--- config.mk ---
export PLATFORM = sky130hd
export DESIGN_NAME = irq_collect
export DESIGN_NICKNAME = d
export VERILOG_FILES = /design/src/rtl/irq_collect.sv
export SDC_FILE = /design/constraint.sdc
export NUM_CORES = 1
export LEC_CHECK = 0
export BUFFER_PORTS_ARGS = -buffer_cell sky130_fd_sc_hd__buf_2
export CORE_MARGIN = 2
export CORE_UTILIZATION = 50
export DETAILED_ROUTE_END_ITERATION = 8
export PLACE_DENSITY = 0.77
export SYNTH_ARGS = -nofsm -noshare
export SYNTH_HDL_FRONTEND = slang
export SYNTH_SLANG_ARGS = --single-unit
--- constraint.sdc ---
create_clock -name clk -period 2.6 [get_ports clk]
set_clock_uncertainty 0.15 [all_clocks]
set_input_delay 0.52 -clock clk [delete_from_list [all_inputs] [get_ports clk]]
set_output_delay 0.52 -clock clk [all_outputs]
set_load 0.02 [all_outputs]
--- src/rtl/irq_collect.sv ---
// Interrupt request collector: synchronizes eight async request lines, latches rising
// edges as pending events, and offers one encoded ID at a time under a valid/ack handshake.
module irq_collect #(
  parameter int SYNC_STAGES = 2
) (
  input  logic       clk,
  input  logic       rst_n,
  input  logic [7:0] req,
  input  logic [7:0] mask,
  output logic [7:0] pend,
  input  logic [2:0] enc_idx,
  output logic       irq_valid,
  output logic [2:0] irq_id,
  input  logic       irq_ack,
  output logic [7:0] ovf,
  input  logic       ovf_clr
);

  typedef enum logic {IDLE, OFFER} state_t;

  logic [SYNC_STAGES-1:0][7:0] sync_reg;
  logic [7:0] prev_reg;
  logic [7:0] raw_reg;
  logic [7:0] ovf_reg;
  state_t     state_reg;
  logic       irq_valid_reg;
  logic [2:0] irq_id_reg;

  logic [7:0] sync_last;
  logic [7:0] edge_vec;
  logic [7:0] clr_vec;
  logic [7:0] raw_next;
  logic [7:0] ovf_set;
  logic [7:0] ovf_next;
  logic       ack_fire;

  assign sync_last = sync_reg[SYNC_STAGES-1];
  assign edge_vec  = sync_last & ~prev_reg;
  assign ack_fire  = (state_reg == OFFER) && irq_ack;

  // A new edge on the bit being acknowledged re-arms it instead of counting as lost.
  genvar gi;
  generate
    for (gi = 0; gi < 8; gi++) begin : g_bit
      assign clr_vec[gi]  = ack_fire && (irq_id_reg == 3'(gi));
      assign raw_next[gi] = (raw_reg[gi] & ~clr_vec[gi]) | edge_vec[gi];
      assign ovf_set[gi]  = edge_vec[gi] & raw_reg[gi] & ~clr_vec[gi];
    end
  endgenerate

  assign ovf_next = (ovf_clr ? 8'h00 : ovf_reg) | ovf_set;

  always_ff @(posedge clk or negedge rst_n) begin
    if (!rst_n) begin
      sync_reg <= '0;
      prev_reg <= 8'h00;
      raw_reg  <= 8'h00;
      ovf_reg  <= 8'h00;
    end else begin
      sync_reg[0] <= req;
      for (int s = 1; s < SYNC_STAGES; s++) begin
        sync_reg[s] <= sync_reg[s-1];
      end
      prev_reg <= sync_last;
      raw_reg  <= raw_next;
      ovf_reg  <= ovf_next;
    end
  end

  // The offered ID is captured on entry to OFFER and frozen until acknowledged.
  always_ff @(posedge clk or negedge rst_n) begin
    if (!rst_n) begin
      state_reg     <= IDLE;
      irq_valid_reg <= 1'b0;
      irq_id_reg    <= 3'd0;
    end else begin
      case (state_reg)
        IDLE: begin
          if (pend != 8'h00) begin
            state_reg     <= OFFER;
            irq_valid_reg <= 1'b1;
            irq_id_reg    <= enc_idx;
          end
        end
        OFFER: begin
          if (irq_ack) begin
            state_reg     <= IDLE;
            irq_valid_reg <= 1'b0;
          end
        end
        default: begin
          state_reg     <= IDLE;
          irq_valid_reg <= 1'b0;
        end
      endcase
    end
  end

  assign pend      = raw_reg & mask;
  assign irq_valid = irq_valid_reg;
  assign irq_id    = irq_id_reg;
  assign ovf       = ovf_reg;

endmodule
==> summary.md <==
| Metric | Value |
|---|---|
| Placed Area | `between 0.0015 and 0.002 mm2` |
| CP startpoint kind | `flop` |
| Critical path's slowest cell | `or4_4` |
| Reg2reg setup slack | `between 0.7 and 0.8 ns` |
| HP Class | `in2reg` |
| Top post-synthesis cells by area | `dfrtp_1 74%, nand2b_1 4.1%, o22ai_1 3.3%, mux2_4 3.0%, and2_1 2.9%` |
| Leak | `roughly 0.9 nW` |
| Crit end category | `flop` |
| Fin Setup TNS | `0 ns` |
| Die Wd | `around 60 um` |
| Syn nets | `around 130` |
| Ys async rst share | `100%` |
| Clock power frac | `between 20% and 30%` |
| Nets | `180` |
| Final ANT Viol Nets | `0` |
| # setup viols final | `0` |
| Diode count | `0` |
| Num rows | `20` |
| Worst Path Required | `between 2 and 3 ns` |
| Primary FF master, synth | `dfrtp_1` |
| Pre-Repair DR Iteration Count | `4` |
| RSZ-0062 raised after global routing | `false` |
| Layout cells sized above 1 | `between 30% and 40%` |
| Psw | `between 0.3 and 0.4 mW` |
| Placement Setup Slack | `between 0.4 and 0.5 ns` |
| Max incr delay on CP | `about 0.55 ns` |
| Max IR drop VDD | `420 uV` |
| # DRC | `0` |
| Worst slew margin | `a little under two fifths` |
| Post-synth top area share | `73.9%` |
| Max cap viols | `0` |
| YS warnings | `0` |
| Min cycle time layout | `between 1.5 and 2 ns` |
| Hold Fails Final Rpt | `0` |
| FMAX | `~0.53 GHz` |
| Core ar. | `0.00298 mm2` |
| DPL Wire Length | `between 1500 and 2000 um` |
| Via count | `984` |
| Final worst-path cycle share | `just over 70%` |
| Final worst-path setup slack | `0.709 ns` |
| WP data arrival | `about 2.0 ns` |
| WS Path Type | `reg2reg` |
| Vias in the first global route | `roughly 1000` |
| H-tree depth | `2` |
| Overall power | `about 1.4 mW` |
| # clock sinks | `45` |
| Clock Tree Buf Depth | `2` |
| Sequential fraction of the synthesis area | `between 70% and 80%` |
| Post-Syn Area | `roughly 0.0015 mm2` |
| Initial Utilization | `around half` |
| Design Area, Final | `approximately 0.0018 mm2` |
| Post-synth EDFFs | `0` |
| CTS Buf Count | `5` |
| Mapped Cells | `about 110` |
| Worst-path cell chain | `and2_4 -> or4_4 -> o21bai_4 -> mux2_4` |
| Syn Area/Cell | `14.0 um2` |
| Status | `finished, final reports clean` |
| Measured slew at the worst slew-check pin | `0.947 ns` |
| Die height | `59.2 um` |
| Fill cells | `227` |
| PwrDens | `757 mW/mm2` |
| Logic pwr share | `between 10% and 20%` |
| Antenna violations before repair | `0` |
| Post-CTS Repair Setup Buffers | `0` |
| Most frequent cell after synthesis | `dfrtp_1` |
| Max FO, Critical Path | `4` |
| Clock slew at reported path FFs | `roughly 0.13 ns` |
| Switching share of total power | `between 20% and 30%` |
| Vias/cell | `5.15` |
| # resized after CTS | `0` |
| Int Power | `1.01 mW` |
| Root Driver | `clkbuf_4` |
| Post-synth top cells | `45 x dfrtp_1, 10 x nand2b_1, 9 x inv_1, 9 x nand2_1, 8 x o22ai_1` |
| 1st-iter DRT viols | `23` |
| Synth cell types | `18` |
| Fin. max-slew vios | `0` |
| Hold_buf cts | `0` |
| Grt total ovfl | `0` |
| Routed len/inst | `approximately 14 um` |
| Largest net degree at the start of global routing | `46` |
| Clock Latency Late Sink | `~0.36 ns` |
| Finished Layout Cells | `191` |
| Number of synthesized register bits | `45` |
| Yosys top cell by area | `dfrtp_1` |
| Gp weighted congestion | `approximately 0.78` |
| CTS tree | `done` |
| First-pass GRT wire length | `4290 um` |
| Wire length after detailed routing | `2680 um` |
| I/O pins | `43` |
| Area growth from synthesis to layout | `20.9%` |
| Die area | `approximately 0.0035 mm2` |
| Part of the power in registers | `between 50% and 60%` |
| Tot GR Track Use | `17.4%` |
| IO buf count | `between 40 and 50` |
| Inst Count DP | `~180` |
## final timing paths
kind	to	from	depth (start not counted)
worst max-delay path	irq_id[2]	raw_reg[0]	4
worst min-delay path	sync_reg[4]	req[4]	1
worst max register to register	irq_id[2]	raw_reg[0]	4
worst min register to register	sync_last[6]	sync_reg[6]	0
max in group asynchronous	sync_last[2]	rst_n	1
min in group asynchronous	ovf[5]	rst_n	1
## layout make-up
type	instances	area (um2)	share of cell area, %
sequential	45	1130	61.1
multi-input combinational	54	360	19.6
timing repair buffer	42	210	11.4
clock buffer	7	65.1	3.53
tap	33	41.3	2.24
inverter	9	33.8	1.83
clock inverter	1	5.00	0.272
## cells by family after synthesis
kind of cell           after synthesis  synth area share [%]
multiplexers                         3                  2.96
AO/OA/AOI/OAI                       19                  8.29
AND/OR/NAND/NOR                     32                  12.4
buffers and inverters               10                  2.46
flip-flops                          45                  73.9
## per-stage QoR
step	hold WS [ns]	util, %
2_1_floorplan	0.0744	-
3_3_place_gp	0.183	59.5
3_5_place_dp	0.190	59.5
4_1_cts	0.0980	61.8
5_1_grt	0.0837	61.8
6_report	0.114	61.8
## critical path, delay by kind of cell, from the launching register on
kind             cells  cell delay (ns)
multiplexers         1             0.32
flip-flops           1             0.40
AO/OA/AOI/OAI        1             0.23
AND/OR/NAND/NOR      2             0.69
## layout by cell type, fill, tap and decap left out
master,Yosys,final
or4_4,2,2
dfrtp_1,45,45
clkinv_2,0,1
o21ai_0,6,6
o21bai_4,1,1
o22ai_1,8,8
clkbuf_4,0,5
nand2_1,9,9
a21oi_1,1,1
clkbuf_8,0,2
a22oi_1,1,1
and2_1,7,7
nor3_1,1,1
nand2b_1,10,10
nand3b_1,1,1
buf_2,0,42
o31ai_1,2,2
and2_4,1,1
inv_1,9,9
mux2_4,3,3
nand3_1,1,1
## layer usage
metal | part of all wire, % | up-vias | track usage [%]
met1 | 41 | 484 | 20.0
met3 | 6.1 | 7 | 4.80
met5 | 0 | - | 0
li1 | - | 462 | -
met4 | 2.2 | 0 | 11.7
met2 | 51 | 31 | 28.1
## power groups by stage
stage / Clock (mW) / Combinational, mW / Sequential, mW
floorplan: 0 / 0.108 / 0.839
global placement: 0 / 0.225 / 0.812
detailed placement: 0 / 0.230 / 0.817
CTS: 0.381 / 0.231 / 0.803
global route: 0.408 / 0.249 / 0.810
finish: 0.365 / 0.228 / 0.802
Power figures use the tool's default switching activity.
